==> src/rtl/multi_tick_gen_pkg.sv <==
// multi_tick_gen_pkg
// Shared constants and width/ratio helpers for the multi-channel tick
// generator. Imported by multi_tick_gen and tick_channel.
package multi_tick_gen_pkg;

  localparam int MS_PER_SEC = 1000;

  // Clock cycles per millisecond; never less than one so the prescaler
  // always has a legal reload value.
  function automatic int calc_prescale(input int clk_hz);
    int q;
    q = clk_hz / MS_PER_SEC;
    return (q < 1) ? 1 : q;
  endfunction

  // Width of a channel index; a single channel still gets a 1-bit select.
  function automatic int calc_ch_w(input int n);
    return (n <= 1) ? 1 : $clog2(n);
  endfunction

  // Width of a down-counter that must hold values 0..n-1.
  function automatic int calc_cnt_w(input int n);
    return (n <= 1) ? 1 : $clog2(n);
  endfunction

endpackage

==> src/rtl/tick_channel.sv <==
// tick_channel
// One independent millisecond-based tick channel: holds its period and
// phase counter and emits a registered one-cycle tick at the end of each
// period.
// Optional feature macro: MULTI_TICK_GEN_ONESHOT_EN adds i_oneshot and an
// armed bit so the channel can fire once and then stop.
// Ports:
//   clk        - clock, rising edge
//   reset      - asynchronous active-low reset
//   i_ms_pulse - one-cycle millisecond strobe from the shared prescaler
//   i_en       - count enable (level)
//   i_we       - load new period and clear phase
//   i_period   - period value for i_we, in ms (0 halts the channel)
//   i_restart  - clear phase, period kept
//   i_oneshot  - (macro only) fire once then wait for re-arm
//   o_tick     - one-cycle pulse at end of period
module tick_channel
  import multi_tick_gen_pkg::*;
#(
  parameter int PERIOD_W       = 16,
  parameter int DEFAULT_PERIOD = 1
) (
  input  logic                clk,
  input  logic                reset,
  input  logic                i_ms_pulse,
  input  logic                i_en,
  input  logic                i_we,
  input  logic [PERIOD_W-1:0] i_period,
  input  logic                i_restart,
`ifdef MULTI_TICK_GEN_ONESHOT_EN
  input  logic                i_oneshot,
`endif
  output logic                o_tick
);

  logic [PERIOD_W-1:0] r_period;
  logic [PERIOD_W-1:0] r_count;
  logic                r_tick;
  logic                w_clear;
  logic                w_run;
  logic                w_last;

`ifdef MULTI_TICK_GEN_ONESHOT_EN
  logic r_armed;
  logic w_live;
  assign w_live = ~i_oneshot | r_armed;
`endif

  assign w_clear = i_we | i_restart;
  // Comparing against period-1 keeps the counter below the period, so the
  // all-ones period never needs an extra bit.
  assign w_last  = (r_count == (r_period - PERIOD_W'(1)));

`ifdef MULTI_TICK_GEN_ONESHOT_EN
  assign w_run = i_ms_pulse & i_en & (r_period != '0) & w_live;
`else
  assign w_run = i_ms_pulse & i_en & (r_period != '0);
`endif

  always_ff @(posedge clk or negedge reset) begin
    if (!reset) begin
      r_period <= PERIOD_W'(DEFAULT_PERIOD);
      r_count  <= '0;
      r_tick   <= 1'b0;
    end else begin
      // A clear landing on the same ms as the wrap wins: no tick that ms.
      r_tick <= w_run & w_last & ~w_clear;
      if (i_we) begin
        r_period <= i_period;
      end
      if (w_clear) begin
        r_count <= '0;
      end else if (w_run) begin
        r_count <= w_last ? '0 : (r_count + PERIOD_W'(1));
      end
    end
  end

`ifdef MULTI_TICK_GEN_ONESHOT_EN
  always_ff @(posedge clk or negedge reset) begin
    if (!reset) begin
      r_armed <= 1'b1;
    end else if (w_clear) begin
      r_armed <= 1'b1;
    end else if (w_run & w_last & i_oneshot) begin
      r_armed <= 1'b0;
    end
  end
`endif

  assign o_tick = r_tick;

endmodule

==> src/rtl/multi_tick_gen.sv <==
// multi_tick_gen
// Shared millisecond prescaler feeding NUM_CH independent, individually
// programmable tick channels.
// Optional feature macro: MULTI_TICK_GEN_ONESHOT_EN adds the per-channel
// oneshot input.
// Ports:
//   clk        - clock, rising edge
//   reset      - asynchronous active-low reset
//   cfg_we     - period write strobe (one cycle)
//   cfg_ch     - channel addressed by cfg_we; out-of-range values ignored
//   cfg_period - new period in ms, 0 halts the channel
//   ch_en      - per-channel count enable (level)
//   restart    - per-channel phase clear strobe
//   oneshot    - (macro only) per-channel single-fire mode
//   ms_pulse   - one-cycle pulse every millisecond
//   tick       - per-channel one-cycle pulse at end of each period
module multi_tick_gen
  import multi_tick_gen_pkg::*;
#(
  parameter int CLOCK_FREQUENCY = 50000000,
  parameter int NUM_CH          = 4,
  parameter int PERIOD_W        = 16,
  parameter int DEFAULT_PERIOD  = 1,
  localparam int CH_W           = calc_ch_w(NUM_CH)
) (
  input  logic                clk,
  input  logic                reset,
  input  logic                cfg_we,
  input  logic [CH_W-1:0]     cfg_ch,
  input  logic [PERIOD_W-1:0] cfg_period,
  input  logic [NUM_CH-1:0]   ch_en,
  input  logic [NUM_CH-1:0]   restart,
`ifdef MULTI_TICK_GEN_ONESHOT_EN
  input  logic [NUM_CH-1:0]   oneshot,
`endif
  output logic                ms_pulse,
  output logic [NUM_CH-1:0]   tick
);

  localparam int PRESCALE = calc_prescale(CLOCK_FREQUENCY);
  localparam int PS_W     = calc_cnt_w(PRESCALE);

  logic [PS_W-1:0] r_presc;
  logic            r_ms_pulse;

  // Free-running; nothing but reset touches it, so ms boundaries stay
  // phase-locked to reset release regardless of channel activity.
  always_ff @(posedge clk or negedge reset) begin
    if (!reset) begin
      r_presc    <= PS_W'(PRESCALE - 1);
      r_ms_pulse <= 1'b0;
    end else begin
      r_ms_pulse <= (r_presc == '0);
      if (r_presc == '0) begin
        r_presc <= PS_W'(PRESCALE - 1);
      end else begin
        r_presc <= r_presc - PS_W'(1);
      end
    end
  end

  assign ms_pulse = r_ms_pulse;

  for (genvar g = 0; g < NUM_CH; g++) begin : g_ch
    logic w_we_sel;
    // Exact index match: selects at or beyond NUM_CH hit no channel.
    assign w_we_sel = cfg_we & (cfg_ch == CH_W'(g));

    tick_channel #(
      .PERIOD_W      (PERIOD_W),
      .DEFAULT_PERIOD(DEFAULT_PERIOD)
    ) u_ch (
      .clk       (clk),
      .reset     (reset),
      .i_ms_pulse(r_ms_pulse),
      .i_en      (ch_en[g]),
      .i_we      (w_we_sel),
      .i_period  (cfg_period),
      .i_restart (restart[g]),
`ifdef MULTI_TICK_GEN_ONESHOT_EN
      .i_oneshot (oneshot[g]),
`endif
      .o_tick    (tick[g])
    );
  end

endmodule

==> config.mk <==
export PLATFORM = sky130hd
export DESIGN_NAME = multi_tick_gen
export DESIGN_NICKNAME = d
export VERILOG_FILES = /design/src/rtl/multi_tick_gen_pkg.sv /design/src/rtl/tick_channel.sv /design/src/rtl/multi_tick_gen.sv
export SDC_FILE = /design/constraint.sdc
export NUM_CORES = 1
export LEC_CHECK = 0
export ABC_AREA = 1
export CAP_MARGIN = 20
export CORE_ASPECT_RATIO = 1.25
export CORE_MARGIN = 1.5
export CORE_UTILIZATION = 35
export CTS_CLUSTER_SIZE = 30
export DETAILED_ROUTE_END_ITERATION = 16
export GPL_ROUTABILITY_DRIVEN = 0
export GPL_TIMING_DRIVEN = 0
export SLEW_MARGIN = 25
export SYNTH_ARGS = -nofsm -noshare
export SYNTH_HDL_FRONTEND = slang
export SYNTH_SLANG_ARGS = --single-unit
==> constraint.sdc <==
create_clock -name clk -period 2.7 [get_ports clk]
set_input_delay 0.27 -clock clk [delete_from_list [all_inputs] [get_ports clk]]
set_output_delay 0.27 -clock clk [all_outputs]
set_load 0.005 [all_outputs]
# Word level (Yosys, flattened, before mapping)
# Index checks and enable logic that the tools add are counted.
[totals]
register_bits = 149
in_bits = 29
output_inout_bits = 5
wordCells = 81
[classes]
addsub = 9
n_eq_ne = 7
muxes = 13
bitwise_logic = 28
reduce_logical = 10
[op_table]
columns = ["op", "n"]
rows = [
  ["16-bit 2-to-1 mux", 13],
  ["16-bit by 1-bit subtractor with 16-bit output, second input constant", 5],
  ["16-bit by 1-bit adder with 16-bit output, second input constant", 4],
  ["16-bit == test", 4],
  ["16-bit nonzero test", 4],
  ["1-bit bitwise AND", 20],
  ["16-bit zero test", 1],
  ["2-bit nonzero test", 4],
  ["2-bit == test, second input constant", 2],
  ["1-bit inverter", 4],
  ["1-bit OR", 4],
  ["2-bit by 1-bit == test with 1-bit output, second input constant", 1],
  ["2-bit zero test", 1],
]

# Depth between registers and ports, before layout
# Gate-level depths: netlist of run 1.
[depth]
depth_word = 5
ltp_mapped = 15

# By module
# From an unflattened synthesis of run 1, not the netlist that was laid out.
[hier_totals]
hier_cells = 1670
area_unflattened_um2 = 11414.7
[modules_own_cells]
columns = ["mod", "instances", "cells_each", "area_per_inst_um2", "seq_area_each_um2"]
rows = [
  ["tick_channel", 4, 385, 2595.0, 827.0],
  ["multi_tick_gen", 1, 130, 1034.7, 436.7],
]

# Worst setup path before layout of run 1
# No wires, ideal clock.
[synth_path]
kind = "reg-to-reg"
startpoint = "reg g_ch[1].u_ch.r_period[0]"
endpoint = "reg g_ch[1].u_ch.r_count[13]"
setup_ns = 0.123
arrival_ns = 1.899
path_slack_ns = 0.678
stages_incl_launch_ff = 16
synth_period_minus_slack_ns = 2.022
path_cell_list = "dfstp_2 > inv_1 > ha_1 > nand2_1 > inv_1 > nor2_1 > nand2_1 > nor2_1 > nand2_1 > nor2_1 > nand3_1 > nor2_1 > nand3_4 > nand2_4 > buf_12 > a21oi_2"
[synth_via]
elab_chain_cells = 5
elab_cells_between_ends = 8
[synth_lines]
columns = ["element", "line", "rtl"]
rows = [
  ["start: declaration", "tick_channel.sv:36", "logic [PERIOD_W-1:0] r_period;"],
  ["start signal: assignment", "tick_channel.sv:62", "r_period <= PERIOD_W'(DEFAULT_PERIOD);"],
  ["start signal: assignment", "tick_channel.sv:69", "r_period <= i_period;"],
  ["16-bit by 1-bit subtractor with 16-bit output", "tick_channel.sv:52", "assign w_last = (r_count == (r_period - PERIOD_W'(1)));"],
  ["16-bit == test", "tick_channel.sv:52", ""],
  ["16-bit 2-to-1 mux", "tick_channel.sv:74", "r_count <= w_last ? '0 : (r_count + PERIOD_W'(1));"],
  ["16-bit 2-to-1 mux", "tick_channel.sv:73", "end else if (w_run) begin"],
  ["16-bit 2-to-1 mux", "tick_channel.sv:71", "if (w_clear) begin"],
  ["end signal: assignment", "tick_channel.sv:74", ""],
  ["end: declaration", "tick_channel.sv:37", "logic [PERIOD_W-1:0] r_count;"],
]
# Parallel ways exist; a longest one is shown, timed or not. The select of a mux whose other input is x is not followed.
# A chain may end at the register's enable or synchronous reset.

# Final worst setup path of run 1
[layout_path]
startpoint = "reg g_ch[3].u_ch.r_period[0]"
endpoint = "reg g_ch[3].u_ch.r_count[10]"
[layout_via]
elab_chain_cells = 5
elab_cells_between_ends = 8
[layout_lines]
columns = ["element", "line"]
rows = [
  ["start: declaration", "tick_channel.sv:36"],
  ["start signal: assignment", "tick_channel.sv:62"],
  ["start signal: assignment", "tick_channel.sv:69"],
  ["16-bit by 1-bit subtractor with 16-bit output", "tick_channel.sv:52"],
  ["16-bit == test", "tick_channel.sv:52"],
  ["16-bit 2-to-1 mux", "tick_channel.sv:74"],
  ["16-bit 2-to-1 mux", "tick_channel.sv:73"],
  ["16-bit 2-to-1 mux", "tick_channel.sv:71"],
  ["end signal: assignment", "tick_channel.sv:74"],
  ["end: declaration", "tick_channel.sv:37"],
]
# Parallel ways exist; a longest one is shown, timed or not. The select of a mux whose other input is x is not followed.

==> results of run 1 <==
==> Yosys cell counts, types with 2 or more instances <==
cell	n
buf_12	2
nor3_1	19
and2_1	3
clkbuf_1	15
nor2_4	11
or2_1	3
a21oi_2	30
nor2_1	157
nand3b_1	13
buf_2	6
xnor2_1	18
inv_2	8
nor4_1	3
o21ai_0	78
nand3_2	6
a21oi_1	20
nand4_1	38
nand3_1	71
nand2_1	425
buf_6	7
inv_1	176
dfstp_2	13
o21ai_1	2
dfrtp_1	136
nand2_4	6
nor2_2	17
nor3_2	4
buf_4	7
ha_1	10
xor2_1	83
nand2_2	12
or2_2	2
==> power by group through the flow <==
stage	clock network, uW	registers, uW	logic, uW
after detailed placement	0	2670	1410
after CTS	2640	2640	1420
after floorplan	0	2600	1080
final	2580	2630	1410
after global routing	2710	2660	1640
after global placement	0	2680	1380
==> repair_timing <==
item,4_1_cts,5_1_grt
endpoints found under the setup margin,0,0
endpoints found under the hold margin,63,0
hold buffers,1,0
==> through the flow <==
step / power [uW] / cells
after global placement: 4050 / 1802
final: 6620 / 1837
after CTS: 6710 / 1836
after global routing: 7010 / 1837
after detailed placement: 4090 / 1803
after floorplan: 3690 / 1414
==> worst max-delay path by stage <==
stage               cells past startpoint                       end  slack (ps)                      from
global route                           15  g_ch[3].u_ch.r_count[10]         170  g_ch[3].u_ch.r_period[0]
global placement                        1   g_ch[2].u_ch.r_count[4]       -5050                     reset
finish                                 15  g_ch[3].u_ch.r_count[10]         400  g_ch[3].u_ch.r_period[0]
CTS                                     8   g_ch[2].u_ch.r_count[8]         260                 cfg_ch[1]
floorplan                              15  g_ch[1].u_ch.r_count[13]         680  g_ch[1].u_ch.r_period[0]
detailed placement                      9   g_ch[2].u_ch.r_count[1]        -200                 cfg_ch[1]
==> routing by layer <==
| metal | GRT usage, % | vias up | routed length, um |
|---|---|---|---|
| li1 | - | 4551 | - |
| met1 | 22.1 | 4157 | 11500 |
| met2 | 32.4 | 90 | 12600 |
| met3 | 3.40 | 23 | 748 |
| met4 | 5.14 | 0 | 307 |
| met5 | 0 | - | 0 |
==> flip-flops by register name, indices dropped and copies added, names as in the netlist <==
signal              count
g_ch.u_ch.o_tick        4
g_ch.u_ch.r_count      64
g_ch.u_ch.r_period     64
ms_pulse                1
r_presc                16
==> cell families after synthesis <==
kind of cell	Yosys count	share of synthesized area, %
compound gates	136	8.17
xor+xnor	101	8.75
fa+ha+maj	10	1.24
buf+inv	222	9.41
flops	149	37.0
simple gates	796	35.4
==> critical path, cell delays in order (launching register included) <==
cell and delay, ps:
dfstp_2 560, inv_1 100, ha_1 330, inv_1 60
nand2_1 40, nand2_1 50, nand2_1 50, nor2_1 90
nand2_1 60, nor2_1 100, nand3_1 90, nor2_1 120
nand3_2 150, nand2_4 130, buf_6 170, a21oi_2 70
==> area by class of cell <==
type | instances | share of cell area [%]
Clock buffer | 24 | 4.16
Sequential cell | 149 | 32.4
Buffer | 37 | 2.23
Inverter | 185 | 6.00
Multi-Input combinational cell | 1043 | 46.9
Clock inverter | 8 | 1.29
Antenna cell | 1 | 0.0216
Tap cell | 355 | 3.84
Timing Repair Buffer | 35 | 3.22
==> metrics.md, run 1 <==
| Metric | Value |
|---|---|
| Longest Clk Path Bufs | `2` |
| Post-CTS Setup Bufs | `0` |
| Setup crit end kind | `flip-flop` |
| Initial DRT Pass Iterations | `5` |
| Fillcell total | `2,908` |
| Slew headroom | `57.8%` |
| Design area | `11,600 um2` |
| Worst R2R End | `g_ch[3].u_ch.r_count[10]` |
| Crit path DAT | `2620 ps` |
| Most frequent cells in the layout | `425 x nand2_1, 176 x inv_1, 157 x nor2_1` |
| TritonCTS buffer count | `17` |
| First-pass GRT wire length | `43.2 mm` |
| Post-synth EDFFs | `0` |
| Tmin final | `2300 ps` |
| CTS tree | `built` |
| Synth top area share | `33.7%` |
| MaxCap Viol Count | `0` |
| Clock sinks | `149` |
| DR WL/cell | `13.7 um` |
| Clock latency on the worst-skew pair | `430 ps` |
| FF-to-FF Start | `g_ch[3].u_ch.r_period[0]` |
| Core Box Area | `28,400 um2` |
| Detail Placement HPWL | `19.1 mm` |
| Unique masters post-synth | `45` |
| Drt total wl | `25.1 mm` |
| Area of the multi-input gates | `5420 um2` |
| Status | `completed` |
| FP Rows | `69` |
| Synthesized area per cell | `7.15 um2` |
| Logic pwr share | `21.3%` |
| ANT nets after route | `0` |
| Worst-path clk slew | `60 ps` |
| Vias | `8,821` |
| H-tree levels | `4` |
| PortBufs | `33` |
| Sw Share | `31.3%` |
| Die Y | `193 um` |
| Global Route Usage Sum | `18.1%` |
| CP required | `3010 ps` |
| Cell accounting for the most synthesized area | `dfrtp_1` |
| Maximum fanout along the worst path | `10` |
| Initial antenna violation count | `1` |
| Kind of critical path | `reg -> reg` |
| Most area-consuming cells after synthesis | `dfrtp_1 34%, nand2_1 16%, xor2_1 7.2%` |
| Share of post-route cells with drive strength above 1 | `11.3%` |
| Dpl ws | `-201 ps` |
| Mapped Nets | `1,453` |
| Post-Syn Instances | `1,414` |
| Die ar. | `29,900 um2` |
| Register area | `3740 um2` |
| Reg2reg setup slack | `400 ps` |
| Max Clk Rate | `0.434 GHz` |
| Final Setup Violations | `0` |
| Pwr/cell area | `572 nW/um2` |
| RSZ-0062 raised after global routing | `false` |
| Most common cell after layout, fill and taps aside | `nand2_1` |
| Switching power | `2070 uW` |
| Yosys warns | `0` |
| Final #Nets | `1,507` |
| CTS-repair resized insts | `0` |
| Max VDD drop | `0.453 mV` |
| Hold Slack | `374 ps` |
| Tcrit/Tclk final | `85.3%` |
| Total congestion overflow | `0` |
| Primary FF master, synth | `dfrtp_1` |
| Fin worst setup slack | `396 ps` |
| Setup TNS | `0 ps` |
| Ports | `34` |
| Final hold violation count | `0` |
| Sequential share of power | `39.8%` |
| Cell area after synthesis | `10,100 um2` |
| Clock share of power | `38.9%` |
| Vias in the first global route | `8,860` |
| Hold crit path type | `in -> async` |
| Synthesized flop and latch total | `149` |
| P_leak | `0.00547 uW` |
| Final Max Tran Viols | `0` |
| Area Growth Syn to Fin | `14.4%` |
| Die width | `155 um` |
| Largest net degree at the start of global routing | `85` |
| Worst-Margin Slew | `629 ps` |
| Worst Setup Start Kind | `flip-flop` |
| Register area share after synthesis | `37.0%` |
| Clock Tree Root | `clkbuf_16` |
| Post-DP Area | `10,900 um2` |
| Initial detailed-routing violation count | `488` |
| Post-route DRC | `0` |
| P_int | `4550 uW` |
| Vias per cell | `4.80` |
| Final Skew | `10.4 ps` |
| Worst reg-to-reg path cell count | `15` |
| Final Util | `40.7%` |
| Synth async-reset ratio | `100%` |
| Initial Util | `35.6%` |
No activity file was read; power rests on OpenSTA's default activity.
==> run 2, diff against run 1 <==
Settings changed: CORE_UTILIZATION 35 to 50, PLACE_DENSITY set to 0.67.
==> metrics.md, run 2 (synthesized netlist as in run 1, its figures left out) <==
| Metric | Value |
|---|---|
| Crit path largest cell delay | `550 ps (was 560 ps)` |
| Worst reg-to-reg path cell count | `15 (unchanged)` |
| FP Rows | `58 (was 69)` |
| Global Route Usage Sum | `24.6% (was 18.1%)` |
| Post-route DRC | `0 (unchanged)` |
| Final Skew | `9.99 ps (was 10.4 ps)` |
| Initial detailed-routing violation count | `569 (was 488)` |
| Critical path depth | `15 (unchanged)` |
| Post-CTS Setup Bufs | `0 (unchanged)` |
| Vias | `8,868 (was 8,821)` |
| Clock latency on the worst-skew pair | `430 ps (about the same)` |
| Area Growth Syn to Fin | `13.2% (was 14.4%)` |
| Max Clk Rate | `0.424 GHz (was 0.434 GHz)` |
| FF-to-FF Start | `g_ch[3].u_ch.r_period[0] (unchanged)` |
| Detail Placement HPWL | `18.0 mm (was 19.1 mm)` |
| Drt total wl | `24.2 mm (was 25.1 mm)` |
| Critical Path Start | `g_ch[3].u_ch.r_period[0] (unchanged)` |
| First-pass GRT wire length | `40.9 mm (was 43.2 mm)` |
| RSZ-0062 raised after global routing | `false (unchanged)` |
| Hold crit path type | `in -> async (unchanged)` |
| Status | `completed (unchanged)` |
| Worst-Margin Slew | `953 ps (was 629 ps)` |
| Vias per cell | `5.07 (was 4.80)` |
| Clock sinks | `149 (unchanged)` |
| Die ar. | `21,100 um2 (was 29,900 um2)` |
| Initial DRT Pass Iterations | `5 (unchanged)` |
| CTS tree | `built (unchanged)` |
| P_int | `4500 uW (was 4550 uW)` |
| Clock share of power | `38.8% (was 38.9%)` |
| Top Registers | `g_ch.u_ch.r_count: 64 flops, g_ch.u_ch.r_period: 64 flops, r_presc: 16 flops (unchanged)` |
| Tcrit/Tclk final | `87.3% (was 85.3%)` |
| PortBufs | `33 (unchanged)` |
| Sw Share | `32.0% (was 31.3%)` |
| Pwr/cell area | `578 nW/um2 (was 572 nW/um2)` |
| Final Max Tran Viols | `0 (unchanged)` |
| Largest net degree at the start of global routing | `89 (was 85)` |
| Final #Nets | `1,507 (unchanged)` |
| Worst path most repeated cell | `nand2_1 (unchanged)` |
| Most frequent cells in the layout | `425 x nand2_1, 176 x inv_1, 157 x nor2_1 (unchanged)` |
| Initial antenna violation count | `0 (was 1)` |
| Max VDD drop | `0.436 mV (was 0.453 mV)` |
| Initial Util | `50.7% (was 35.6%)` |
| Ports | `34 (unchanged)` |
| Final Util | `57.3% (was 40.7%)` |
| Crit path DAT | `2670 ps (was 2620 ps)` |
| Kind of critical path | `reg -> reg (unchanged)` |
| Core Box Area | `20,000 um2 (was 28,400 um2)` |
| Final hold violation count | `0 (unchanged)` |
| Worst R2R End | `g_ch[3].u_ch.r_count[8] (was g_ch[3].u_ch.r_count[10])` |
| Longest Clk Path Bufs | `2 (unchanged)` |
| H-tree levels | `4 (unchanged)` |
| Switching power | `2120 uW (was 2070 uW)` |
| Reg2reg setup slack | `340 ps (was 400 ps)` |
| P_leak | `0.00547 uW (about the same)` |
| Total congestion overflow | `0 (unchanged)` |
| Final Setup Violations | `0 (unchanged)` |
| CP Cell Sequence | `inv_1, ha_1, inv_1, nand2_1, nand2_1, nand2_1, nor2_1, nand2_1, nor2_1, nand3_1, nor2_1, nand3_2, nand2_4, buf_6, a21oi_2 (unchanged)` |
| Dpl ws | `-4.45 ps (was -201 ps)` |
| Critical path endpoint | `g_ch[3].u_ch.r_count[8] (was g_ch[3].u_ch.r_count[10])` |
| Worst-path clk slew | `70 ps (was 60 ps)` |
| TritonCTS buffer count | `17 (unchanged)` |
| CP required | `3010 ps (about the same)` |
| Die Y | `162 um (was 193 um)` |
| Logic pwr share | `21.3% (about the same)` |
| CP bufs+invs | `3 (unchanged)` |
| Vias in the first global route | `8,441 (was 8,860)` |
| Placed cell count | `1,718 (was 1,803)` |
| ANT nets after route | `0 (unchanged)` |
| Non-filler cells, final | `1,750 (was 1,837)` |
| Setup crit end kind | `flip-flop (unchanged)` |
| CP max stage cell | `dfstp_2 (unchanged)` |
| ANT cells | `0 (was 1)` |
| DR WL/cell | `13.8 um (was 13.7 um)` |
| Maximum fanout along the worst path | `10 (unchanged)` |
| Tmin final | `2360 ps (was 2300 ps)` |
| Die width | `130 um (was 155 um)` |
| Worst Setup Start Kind | `flip-flop (unchanged)` |
| MaxCap Viol Count | `0 (unchanged)` |
| Fillcell total | `1,953 (was 2,908)` |
| Share of post-route cells with drive strength above 1 | `11.4% (was 11.3%)` |
| Most common cell after layout, fill and taps aside | `nand2_1 (unchanged)` |
| Delay-heaviest family, CP | `simple AND/OR/NAND/NOR gates (unchanged)` |
| Sequential share of power | `39.9% (was 39.8%)` |
| Clock Tree Root | `clkbuf_16 (unchanged)` |
| Fin worst setup slack | `342 ps (was 396 ps)` |
| Slew headroom | `36.0% (was 57.8%)` |
[run 2: cell types whose count changed in the layout (fill, tap and decap cells not counted)]
cell | previous run | this run
clkbuf_1 | 19 | 16
clkbuf_8 | 3 | 1
clkinv_2 | 1 | 3
clkinv_4 | 1 | 0
diode_2 | 1 | 0
inv_6 | 0 | 3
nor3_1 | 18 | 19
nor3_2 | 5 | 4
[run 2: layout make-up]
| type | instances | area, um2 | share of cell area [%] |
|---|---|---|---|
| Clock buffer | 19 | 443 | 3.87 |
| Multi-Input combinational cell | 1043 | 5420 | 47.3 |
| Inverter | 185 | 694 | 6.07 |
| Timing Repair Buffer | 35 | 373 | 3.26 |
| Tap cell | 270 | 338 | 2.95 |
| Buffer | 37 | 258 | 2.25 |
| Clock inverter | 12 | 176 | 1.54 |
| Sequential cell | 149 | 3740 | 32.7 |
[run 2: worst min path at each step]
stage               start                      end  slack [ps]
6_report            reset  g_ch[3].u_ch.r_count[4]         360
5_1_grt             reset  g_ch[3].u_ch.r_count[4]         420
2_1_floorplan       reset      g_ch[0].u_ch.o_tick         -30
3_5_place_dp        reset  g_ch[3].u_ch.r_count[4]         250
3_3_place_gp   r_presc[0]               r_presc[0]         440
4_1_cts             reset  g_ch[3].u_ch.r_count[4]         380
[run 2: power groups by stage]
| stage | clock network, uW | logic [uW] | registers [uW] |
|---|---|---|---|
| after floorplan | 0 | 1080 | 2600 |
| after global placement | 0 | 1370 | 2670 |
| after detailed placement | 0 | 1400 | 2670 |
| after CTS | 2600 | 1420 | 2640 |
| after global routing | 2700 | 1620 | 2660 |
| final | 2570 | 1410 | 2640 |
[run 2: timing repair]
| item | in CTS | in global routing |
|---|---|---|
| hold endpoints to repair | 59 | 0 |
| endpoints found under the setup margin | 0 | 0 |
| hold buffers | 1 | 0 |
| gates resized for setup | 0 | 0 |
[run 2: layer usage]
layer | wire, um | share of wire (%) | global-route usage (%)
met1 | 11100 | 46 | 32.8
met2 | 11900 | 49 | 41.0
met3 | 658 | 2.7 | 3.46
met4 | 468 | 1.9 | 7.68
met5 | 0 | 0 | 0
[run 2: through the flow]
step                      total power (uW)  hold WS (ps)  area (um2)  setup TNS (ps)
after global placement                4040           442       10800         -698050
after detailed placement              4080           246       10800           -7.65
after floorplan                       3690         -25.6       10100               0
after CTS                             6660           384       11400               0
after global routing                  6990           415       11400               0
final                                 6610           364       11400               0
==> run 3, diff against run 2 <==
Settings changed: CTS_CLUSTER_DIAMETER set to 100.
==> results of run 3 <==
Same layout as run 2: the final DEF is identical, and so are final timing and power.
